[src/rtl/cache_refill_ctrl.sv]
// Sequencing controller for one cache set: hit handling, dirty write-back and line refill.
// Define CACHE_WRITE_ALLOCATE_EN to refill on store misses instead of writing around the set.
module cache_refill_ctrl #(
  parameter int unsigned TAG_WIDTH    = 20,
  parameter int unsigned OFFSET_WIDTH = 4
) (
  input  logic                 clk_i,
  input  logic                 rst_i,
  input  logic                 req_valid_i,
  input  logic                 req_write_i,
  input  logic [31:0]          addr_i,
`ifndef CACHE_WRITE_ALLOCATE_EN
  input  logic [31:0]          write_data_i,
`endif
  output logic                 done_o,
  input  logic                 hit_i,
  input  logic                 dirty_i,
  input  logic [TAG_WIDTH-1:0] tag_dirty_line_i,
  input  logic [31:0]          wb_data_i,
  output logic [5:0]           control_o,
  output logic [31:0]          mem_addr_o,
  output logic                 mem_req_o,
  output logic                 mem_we_o,
  output logic [31:0]          mem_write_data_o,
  input  logic                 mem_ack_i
);

  localparam int unsigned INDEX_WIDTH = 32 - TAG_WIDTH - OFFSET_WIDTH;
  localparam int unsigned CNT_WIDTH   = OFFSET_WIDTH - 2;
  localparam logic [CNT_WIDTH-1:0] CntLast = '1;

  // {write_en, update_en, set_valid, set_dirty, strategy_en, offset_sel}
  localparam logic [5:0] CtrlLoadHit  = 6'b000011;
  localparam logic [5:0] CtrlStoreHit = 6'b111111;
  localparam logic [5:0] CtrlFill     = 6'b100000;
  localparam logic [5:0] CtrlFillLast = 6'b111000;

  typedef enum logic [2:0] {
    StIdle,
    StCompare,
    StWriteback,
    StAllocate,
    StWriteAround
  } state_e;

  state_e                 state_q, state_d;
  logic [CNT_WIDTH-1:0]   cnt_q, cnt_d;
  logic [TAG_WIDTH-1:0]   victim_tag_q, victim_tag_d;

  logic [TAG_WIDTH-1:0]   req_tag;
  logic [INDEX_WIDTH-1:0] req_index;
  logic                   last_word;
  logic                   unused_addr_bits;

  assign req_tag          = addr_i[31 -: TAG_WIDTH];
  assign req_index        = addr_i[OFFSET_WIDTH +: INDEX_WIDTH];
  assign last_word        = (cnt_q == CntLast);
  assign unused_addr_bits = ^addr_i[OFFSET_WIDTH-1:0];

  always_ff @(posedge clk_i) begin
    if (rst_i) begin
      state_q      <= StIdle;
      cnt_q        <= '0;
      victim_tag_q <= '0;
    end else begin
      state_q      <= state_d;
      cnt_q        <= cnt_d;
      victim_tag_q <= victim_tag_d;
    end
  end

  always_comb begin
    state_d      = state_q;
    cnt_d        = cnt_q;
    victim_tag_d = victim_tag_q;
    case (state_q)
      StIdle: begin
        if (req_valid_i) state_d = StCompare;
      end
      StCompare: begin
        cnt_d = '0;
        if (hit_i) begin
          state_d = StIdle;
`ifndef CACHE_WRITE_ALLOCATE_EN
        end else if (req_write_i) begin
          state_d = StWriteAround;
`endif
        end else if (dirty_i) begin
          state_d      = StWriteback;
          victim_tag_d = tag_dirty_line_i;
        end else begin
          state_d = StAllocate;
        end
      end
      StWriteback: begin
        if (mem_ack_i) begin
          cnt_d = cnt_q + 1'b1;
          if (last_word) state_d = StAllocate;
        end
      end
      StAllocate: begin
        // Returning to compare lets the now-valid line serve the request as a hit.
        if (mem_ack_i) begin
          cnt_d = cnt_q + 1'b1;
          if (last_word) state_d = StCompare;
        end
      end
`ifndef CACHE_WRITE_ALLOCATE_EN
      StWriteAround: begin
        if (mem_ack_i) state_d = StIdle;
      end
`endif
      default: state_d = StIdle;
    endcase
  end

  always_comb begin
    done_o           = 1'b0;
    control_o        = '0;
    mem_req_o        = 1'b0;
    mem_we_o         = 1'b0;
    mem_addr_o       = '0;
    mem_write_data_o = '0;
    case (state_q)
      StCompare: begin
        if (hit_i) begin
          done_o    = 1'b1;
          control_o = req_write_i ? CtrlStoreHit : CtrlLoadHit;
        end
      end
      StWriteback: begin
        mem_req_o        = 1'b1;
        mem_we_o         = 1'b1;
        mem_addr_o       = {victim_tag_q, req_index, cnt_q, 2'b00};
        mem_write_data_o = wb_data_i;
      end
      StAllocate: begin
        mem_req_o  = 1'b1;
        mem_addr_o = {req_tag, req_index, cnt_q, 2'b00};
        if (mem_ack_i) control_o = last_word ? CtrlFillLast : CtrlFill;
      end
`ifndef CACHE_WRITE_ALLOCATE_EN
      StWriteAround: begin
        mem_req_o        = 1'b1;
        mem_we_o         = 1'b1;
        mem_addr_o       = {addr_i[31:2], 2'b00};
        mem_write_data_o = write_data_i;
        done_o           = mem_ack_i;
      end
`endif
      default: ;
    endcase
  end

endmodule

[config.mk]
export PLATFORM = sky130hd
export DESIGN_NAME = cache_refill_ctrl
export DESIGN_NICKNAME = d
export VERILOG_FILES = /design/src/rtl/cache_refill_ctrl.sv
export SDC_FILE = /design/constraint.sdc
export NUM_CORES = 1
export LEC_CHECK = 0
export BUFFER_PORTS_ARGS = -buffer_cell sky130_fd_sc_hd__buf_2
export CELL_PAD_IN_SITES_DETAIL_PLACEMENT = 1
export CELL_PAD_IN_SITES_GLOBAL_PLACEMENT = 2
export CORE_UTILIZATION = 17
export DETAILED_ROUTE_END_ITERATION = 8
export PLACE_DENSITY = 0.94
export SLEW_MARGIN = 0
export SYNTH_ARGS = -nofsm -noshare
export SYNTH_HDL_FRONTEND = slang
export SYNTH_SLANG_ARGS = --single-unit
[constraint.sdc]
create_clock -name clk_i -period 4.3 [get_ports clk_i]
set_input_delay 0.645 -clock clk_i [delete_from_list [all_inputs] [get_ports clk_i]]
set_output_delay 0.645 -clock clk_i [all_outputs]
set_load 0.1 [all_outputs]
==> flow_summary.toml, run 1 <==
[yosys]
synth_top_family_by_area = "compound AO/OA/AOI/OAI gates"
synth_common_cells = "53 x a22o_1, 25 x dfxtp_1, 25 x o21ai_0"
synth_edf_count = 0
ys_seq_elements = 25
yosys_warnings = 0
synth_area_mm2 = 0.00180
synth-main-ff-cell = "dfxtp_1"
synthSimpleGateAreaFrac_pct = 18.8
yosys-top-cells-area = "dfxtp_1 28%, a22o_1 26%, o21ai_0 7.0%"
syn_inst = 223
synth_top_area_cell = "dfxtp_1"
synth_area_per_cell_um2 = 8.06
synth.most_common_cell = "a22o_1"
synthMuxAreaShare_pct = 0.557
synthArstFlopShare_pct = 0
yosys.area.top_type_share_pct = 27.9
ys_seq_area_share_pct = 27.9
synth-compound-area-share_pct = 43.2
synth-adder-area-share_pct = 0.696
yosysUniqueCellTypes = 37
yosys.area_share.xor_xnor_pct = 0

[drt]
routedWlPerCell_um = 15.6
routed-via-count = 2449
first_pass_iters = 4
routed_wl_um = 8260
postRouteAntennaNets = 0
drc_errors = 0
vias_per_cell = 4.62
drt-initial-drc-count = 74

[clock_tree]
cts_tree = "done"
cts.sinks = 25
max-clock-path-buffers = 2
worstSkewPairLatency_ns = 0.28
htreeDepth = 1
root_buffer = "clkbuf_8"
postCtsHoldBufs = 0
cts_made_buffers = 3
cts_setup_buffers = 0
post_cts_resized = 0
clk_pin_slew_ns = 0.10

[floorplan]
die_h_um = 105
die_area_mm2 = 0.0110
rows = 37
core_area_mm2 = 0.0103
start_util_pct = 17.5
design.portCount = 196
fp.dieW_um = 105

[setup_path]
crit_chain = "inv_2 -> nor3_4 -> buf_4 -> a22o_1 -> buf_2"
crit_arrival_ns = 2.63
critPathMaxFanout = 42
path_class = "flop to output pin"
cpMaxStageDelayCell = "dfxtp_1"
cp-end-kind = "output pin"
cp_slowest_stage_delay_ns = 0.64
crit_path_start_kind = "flop"
cp_data_required_time_ns = 3.65

[sta]
worst_pin_slew_ns = 0.885
finalHoldViolations = 0
final.setup.tns_ns = 0
period_share_pct = 76.2
fin_skew_ns = 0.00530
rsz0062_at_grt = "false"
layout_min_cycle_time_ns = 3.28
relSlewSlack_pct = 40.7
setup_viol = 0
drv_slew = 0
max_freq_ghz = 0.305

[final_layout]
fillers = 1284
syn2layout_area_growth_pct = 59.5
layout.nets = 519
instances_no_fill = 530
diodes = 0
drive_above_1_share_pct = 52.5

[worst_hold_path]
hold_path.class = "flop to flop"

[grt]
grt_util_all_layers_pct = 14.7
grt_max_degree = 43
grt_antenna_before_repair = 1
grt-ovfl-total = 0
first_global_vias = 2586
grt_pass1_wl_um = 12900

[power]
intPower_w = 0.000394
swShare_pct = 50.8
p_per_area_mw_per_mm2 = 279
switchingPower_w = 0.000407
power_frac_seq_pct = 31.0
p_clk_share_pct = 19.0
power_leakage_nw = 1.48
ir_drop_mv = 0.115
comb_power_share_pct = 50.0

[run_status]
status = "finished clean"

[place]
globalplace.congestion = 0.738
port_buffers = 191
post-dp-hpwl_um = 6720
dp.cells = 526

[run]
maxCapViolCount = 0
==> sequential cells by signal (all words and copies together) (netlist names) <==
name	count
cnt_q	2
state_q	3
victim_tag_q	20
==> worst paths after layout <==
path	startpoint	to	slack, ns	cells after the start
worst max-delay path	state_q[1]	mem_write_data_o[13]	1.02	5
worst min-delay path	victim_tag_q[2]	victim_tag_q[2]	0.49	2
worst max register to register	state_q[0]	victim_tag_q[15]	2.26	4
worst min register to register	victim_tag_q[2]	victim_tag_q[2]	0.49	2
==> layer usage <==
layer  part of all wire, %  GRT usage, %  up-vias
met3                   7.0          2.81        2
met2                    52          29.7      114
met1                    40          15.8     1148
met4                  0.28          2.11        0
met5                     0             0        -
li1                      -             -     1185
==> power by group through the flow <==
stage                     Clock, W  Combinational (W)  Sequential, W
after floorplan                  0           0.000310       0.000245
after global placement           0           0.000400       0.000252
after detailed placement         0           0.000403       0.000253
after CTS                 0.000159           0.000404       0.000248
after global routing      0.000166           0.000420       0.000249
final                     0.000152           0.000400       0.000248
==> kinds of logic (layout without fill, tap and decap cells) <==
kind of cell / count (synthesis) / after routing
muxes: 1 / 1
DFF: 25 / 25
other: 1 / 2
buffers and inverters: 32 / 202
AOI/OAI and AO/OA: 110 / 110
adders and majority gates: 1 / 1
and+or+nand+nor: 53 / 53
==> stage by stage <==
step	setup WS, ns	total power (W)	hold WS (ns)	util (%)	cell area, um2
final	1.02	0.000800	0.487	27.9	2870
after detailed placement	1.27	0.000656	0.474	27.4	2820
after CTS	0.949	0.000811	0.494	27.9	2870
after global placement	1.36	0.000652	0.467	27.4	2820
after floorplan	0.649	0.000555	0.454	-	1800
after global routing	0.792	0.000836	0.515	27.9	2870
==> cell usage in the layout (no fill, tap or decap), drive strengths merged, types with 2 or more instances in the layout <==
master,synthesis,final
or3b,2,2
inv,3,3
conb,1,2
dfxtp,25,25
a22o,53,53
a21oi,24,24
nand2,3,3
nor2,3,3
o21ai,25,25
nand3,22,22
nor3b,5,5
a21o,2,2
clkbuf,9,3
nor2b,10,10
buf,20,195
==> critical path: cells and delay by family, from the launching register on <==
family                 cells  cell delay (ns)
AND/OR/NAND/NOR            1             0.41
flip-flops                 1             0.64
AO/OA/AOI/OAI              1             0.26
buffers and inverters      3             1.03
==> cell type report <==
cell class                      count  area (um2)  share of cell area, %
Clock buffer                        3        41.3                   1.44
Clock inverter                      1        7.51                  0.262
Inverter                            3        11.3                  0.393
Multi-Input combinational cell    167        1150                   40.1
Sequential cell                    25         500                   17.5
Tap cell                          136         170                   5.94
Timing Repair Buffer              195         986                   34.4
Power figures use the tool's default switching activity.
==> run 2: changes to the inputs <==
--- a/config.mk
+++ b/config.mk
@@ -5,12 +5,13 @@
 export SDC_FILE = /design/constraint.sdc
 export NUM_CORES = 1
 export LEC_CHECK = 0
+export ABC_AREA = 1
 export BUFFER_PORTS_ARGS = -buffer_cell sky130_fd_sc_hd__buf_2
 export CELL_PAD_IN_SITES_DETAIL_PLACEMENT = 1
 export CELL_PAD_IN_SITES_GLOBAL_PLACEMENT = 2
-export CORE_UTILIZATION = 17
+export CORE_UTILIZATION = 13
 export DETAILED_ROUTE_END_ITERATION = 8
-export PLACE_DENSITY = 0.94
+export PLACE_DENSITY = 0.83
 export SLEW_MARGIN = 0
 export SYNTH_ARGS = -nofsm -noshare
 export SYNTH_HDL_FRONTEND = slang
==> constraint.sdc (replaced) <==
create_clock -name clk_i -period 2.6 [get_ports clk_i]
set_input_delay 0.39 -clock clk_i [delete_from_list [all_inputs] [get_ports clk_i]]
set_output_delay 0.39 -clock clk_i [all_outputs]
set_load 0.1 [all_outputs]
==> run 2 against run 1 <==
Design area rose by 36%. Sequential power rose by 88%. Flip-flop and latch count did not move. Clock power rose by 130%. Global-route usage fell by 2.6 points. Non-clock buffer count fell by 1. Routed wire length rose by 4.4%. Critical path type unchanged. Largest power group unchanged.
==> flow_summary.toml, run 2 <==
[run_status]
status = "finished clean"

[yosys]
synth_area_per_cell_um2 = 6.89
synth_edf_count = 0
synth_common_cells = "39 x inv_1, 36 x nand2_1, 33 x a22o_1"
yosys-top-cells-area = "dfxtp_1 28%, a22o_1 16%, inv_1 8.2%"
synth_top_area_cell = "dfxtp_1"
syn_inst = 258
synth.most_common_cell = "inv_1"
yosysUniqueCellTypes = 26
synth-main-ff-cell = "dfxtp_1"
ys_seq_elements = 25
synthArstFlopShare_pct = 0
synth_area_mm2 = 0.00178
yosys_warnings = 0
ys_seq_area_share_pct = 28.1
yosys.area.top_type_share_pct = 28.1

[final_layout]
fin_area_mm2 = 0.00389
drive_above_1_share_pct = 51.5
syn2layout_area_growth_pct = 119
utilization_pct = 29.3
reg_top3 = "victim_tag_q: 20 flops, state_q: 3 flops, cnt_q: 2 flops"
fillers = 1605
final_common_cell = "buf_2"
final_cell_mix = "131 x buf_2, 60 x buf_12, 38 x inv_1"
top_register = "victim_tag_q"
largest_reg_flops = 20
layout.nets = 562

[place]
port_buffers = 191
globalplace.congestion = 0.744
placed_cell_area_mm2 = 0.00381
post-dp-hpwl_um = 7490
place_ws_ns = 0.480

[floorplan]
rows = 42
die_area_mm2 = 0.0141
design.portCount = 196
start_util_pct = 13.4
fp.dieW_um = 119
die_h_um = 119
core_area_mm2 = 0.0133

[sta]
period_share_pct = 90.0
layout_min_cycle_time_ns = 2.34
worst_pin_slew_ns = 0.702
setup_slack_ns = 0.261
max_freq_ghz = 0.427
setup_viol = 0
rsz0062_at_grt = "false"
drv_slew = 0
finalHoldViolations = 0
fin_skew_ns = 0.00455
relSlewSlack_pct = 53.1

[grt]
grt_max_degree = 41
first_global_vias = 2706
grt-ovfl-total = 0
grt_util_all_layers_pct = 12.0
grt_antenna_before_repair = 3
grt_pass1_wl_um = 13600

[setup_path]
cp_data_required_time_ns = 2.21
path_class = "flop to output pin"
cp_slowest_stage_delay_ns = 0.49
crit_path_start_kind = "flop"
cp-end-kind = "output pin"
crit_arrival_ns = 1.95
crit_chain = "nand3_2 -> inv_2 -> a22o_1 -> buf_12"
cpMaxStageDelayCell = "dfxtp_1"
critPathMaxFanout = 32

[clock_tree]
clk_pin_slew_ns = 0.06
max-clock-path-buffers = 2
cts.sinks = 25
cts_made_buffers = 3
htreeDepth = 1
cts_tree = "done"
post_cts_resized = 0
cts_setup_buffers = 0
root_buffer = "clkbuf_16"
worstSkewPairLatency_ns = 0.26
postCtsHoldBufs = 0

[power]
p_per_area_mw_per_mm2 = 1090
ir_drop_mv = 0.404
totalPowerFinal_w = 0.00425
power_leakage_nw = 1.77

[drt]
postRouteAntennaNets = 0
drc_errors = 0
routed-via-count = 2510
drt-initial-drc-count = 38
routedWlPerCell_um = 14.0
first_pass_iters = 4
routed_wl_um = 8620
vias_per_cell = 4.08

[worst_hold_path]
hold_path.class = "input port to flop"

[run]
maxCapViolCount = 0
## run 2: cell count changes in the layout (fill, tap and decap cells not counted), moves of 4 or more
cell     before  now
o21ai_0      25   21
o21ai_1       0   23
nand2_1       3   36
nand3_1      22    3
nor2_4        0    6
buf_12        0   60
inv_1         2   38
nor2b_1      10    0
nor2_1        3    7
buf_2       191  131
nor2_2        0    5
a22o_1       53   33
## run 2: worst paths after layout
check	slack [ns]	to	start	cells after the start
worst max-delay path	0.26	mem_write_data_o[31]	state_q[1]	4
worst min-delay path	0.33	state_q[2]	rst_i	2
worst max register to register	1.05	victim_tag_q[9]	state_q[0]	7
worst min register to register	0.45	victim_tag_q[16]	victim_tag_q[16]	2
## run 2: per-layer routing
layer  wire length [um]  track usage (%)
met4                 46             2.14
met1               3220             11.9
met3                923             4.21
met5                 13                0
met2               4410             23.9
## run 2: stage by stage
step,instances,TNS [ns],hold WS (ns)
after floorplan,259,-14.81,0.425
after global placement,609,0,0.437
after detailed placement,609,0,0.444
after CTS,613,0,0.323
after global routing,614,0,0.319
final,615,0,0.326
## run 2: power breakdown
group	internal, W	switching [W]
Sequential	0.000429	0.0000370
Combinational	0.00103	0.00240
Clock	0.000207	0.000142
Total	0.00167	0.00258
## run 2: area by class of cell
class / instances / area, um2 / share of cell area, %
diodes: 2 / 5.00 / 0.129
clock buffers: 3 / 75.1 / 1.93
clock inverters: 1 / 5.00 / 0.129
inverters: 44 / 171 / 4.40
multi-input cells: 170 / 1040 / 26.6
flip-flops and latches: 25 / 500 / 12.9
well taps: 176 / 220 / 5.66
repair buffers: 194 / 1880 / 48.3
## run 2: cells by family after synthesis
logic type	count (synthesis)	synth area share, %
other	1	0.211
buffers and inverters	64	17.4
AND/OR/NAND/NOR	63	16.7
flip-flops	25	28.1
AO/OA/AOI/OAI	104	36.9
adder cells (fa/ha/maj)	1	0.704
## run 2: critical path: cells and delay by family, from the launching register on
family | cells | cell delay [ns]
DFF | 1 | 0.49
and+or+nand+nor | 1 | 0.24
buffers and inverters | 2 | 0.65
AOI/OAI and AO/OA | 1 | 0.30
==> run 3: changes to the inputs <==
--- a/config.mk
+++ b/config.mk
@@ -5,13 +5,12 @@
 export SDC_FILE = /design/constraint.sdc
 export NUM_CORES = 1
 export LEC_CHECK = 0
-export ABC_AREA = 1
 export BUFFER_PORTS_ARGS = -buffer_cell sky130_fd_sc_hd__buf_2
 export CELL_PAD_IN_SITES_DETAIL_PLACEMENT = 1
 export CELL_PAD_IN_SITES_GLOBAL_PLACEMENT = 2
-export CORE_UTILIZATION = 13
+export CORE_UTILIZATION = 14
 export DETAILED_ROUTE_END_ITERATION = 8
-export PLACE_DENSITY = 0.83
+export PLACE_DENSITY = 0.84
 export SLEW_MARGIN = 0
 export SYNTH_ARGS = -nofsm -noshare
 export SYNTH_HDL_FRONTEND = slang
==> run 3 against run 2 <==
First-iteration DRC count is 39% higher. Clock skew is 0.0010 ns lower. Combinational power is 75% lower. Via count is 1.9% higher. Critical endpoint is now mem_write_data_o[25]. Routed wire length is 6.1% higher. Global-route usage is 1.2 points higher. Cell count is 7.0% lower. Die area is 6.1% lower. Design area is 2.8% higher.
==> flow_summary.toml, run 3 (synthesis results as in run 1) <==
[final_layout]
final_cell_mix = "124 x buf_2, 67 x buf_12, 53 x a22o_1"
layout.nets = 525
instances_no_fill = 572
diodes = 0
reg_top3 = "victim_tag_q: 20 flops, state_q: 3 flops, cnt_q: 2 flops"
top_register = "victim_tag_q"
syn2layout_area_growth_pct = 123
final_common_cell = "buf_2"
fillers = 1470
largest_reg_flops = 20
drive_above_1_share_pct = 54.0

[clock_tree]
htreeDepth = 1
cts_setup_buffers = 0
postCtsHoldBufs = 0
cts_tree = "done"
clk_pin_slew_ns = 0.07
max-clock-path-buffers = 2
cts_made_buffers = 3
worstSkewPairLatency_ns = 0.26
root_buffer = "clkbuf_16"
cts.sinks = 25

[sta]
layout_min_cycle_time_ns = 2.45
rsz0062_at_grt = "false"
worst_pin_slew_ns = 0.529
period_share_pct = 94.2
drv_slew = 0
whs_ns = 0.376
fin_skew_ns = 0.00351
finalHoldViolations = 0
setup_viol = 0
relSlewSlack_pct = 64.7
final.setup.tns_ns = 0
max_freq_ghz = 0.408

[grt]
grt_antenna_before_repair = 1
grt_pass1_wl_um = 13600
grt_max_degree = 41
grt_util_all_layers_pct = 13.2
first_global_vias = 2606
grt-ovfl-total = 0

[drt]
routed-via-count = 2557
drt-initial-drc-count = 53
routedWlPerCell_um = 16.0
drc_errors = 0
vias_per_cell = 4.47
postRouteAntennaNets = 0
first_pass_iters = 4
routed_wl_um = 9140

[run]
maxCapViolCount = 0

[setup_path]
critPathMaxFanout = 40
cp-end-kind = "output pin"
cp_data_required_time_ns = 2.21
r2r_start = "state_q[0]"
cp_slowest_stage_delay_ns = 0.62
crit_path_start_kind = "flop"
reg2reg_slack_ns = 0.72
crit_start = "state_q[1]"
crit_arrival_ns = 2.06
crit_chain = "inv_2 -> nor3_4 -> buf_4 -> a22o_1 -> buf_12"
cpMaxStageDelayCell = "dfxtp_1"
path_class = "flop to output pin"

[run_status]
status = "finished clean"

[floorplan]
core_area_mm2 = 0.0126
start_util_pct = 14.3
die_area_mm2 = 0.0133
design.portCount = 196
rows = 41
die_h_um = 115
fp.dieW_um = 115

[worst_hold_path]
hp-start = "tag_dirty_line_i[18]"
hold_path.class = "input port to flop"

[power]
p_per_area_mw_per_mm2 = 402
ir_drop_mv = 0.216
totalPowerFinal_w = 0.00161
power_leakage_nw = 1.71

[place]
globalplace.congestion = 0.703
post-dp-hpwl_um = 7390
port_buffers = 191
dp.cells = 568
run 3: worst paths after layout:
path / end / cells after the start
setup / recovery: mem_write_data_o[25] / 5
hold / removal: victim_tag_q[18] / 3
setup reg to reg: state_q[2] / 4
hold reg to reg: victim_tag_q[7] / 2
run 3: power breakdown:
group	total (W)	switching [W]	internal, W
logic	0.000847	0.000549	0.000298
registers	0.000410	0.0000179	0.000393
clock network	0.000350	0.000140	0.000210
run 3: cell type report:
class | instances | area (um2) | share of cell area (%)
clock buffer | 4 | 78.8 | 1.97
inverter | 3 | 11.3 | 0.282
multi-input combinational | 167 | 1160 | 28.9
tap | 172 | 215 | 5.38
timing repair buffer | 201 | 2040 | 50.9
sequential | 25 | 502 | 12.5
run 3: per-layer routing:
metal | track usage (%) | vias to the layer above | routed length, um
met3 | 2.95 | 8 | 762
met5 | 0 | - | 0
met2 | 26.9 | 131 | 4920
li1 | - | 1200 | -
met1 | 13.2 | 1218 | 3330
met4 | 3.38 | 0 | 133
run 3: metrics by stage:
stage | worst slack (ns) | area [um2] | utilization (%)
floorplan | -0.110 | 1810 | -
global placement | 0.393 | 3920 | 31.2
detailed placement | 0.357 | 3920 | 31.2
CTS | 0.0591 | 4000 | 31.8
global route | 0.0322 | 4000 | 31.8
finish | 0.151 | 4000 | 31.8
run 3: repair_timing:
action / in CTS / in global routing
hold endpoints to repair: 0 / 0
gates resized for setup: 0 / 2
endpoints found under the setup margin: 0 / 20
run 3: worst max-delay path, delay by kind of cell (launching register included):
family	cells	cell delay, ns
flops	1	0.62
buf+inv	3	0.71
simple gates	1	0.14
compound gates	1	0.30
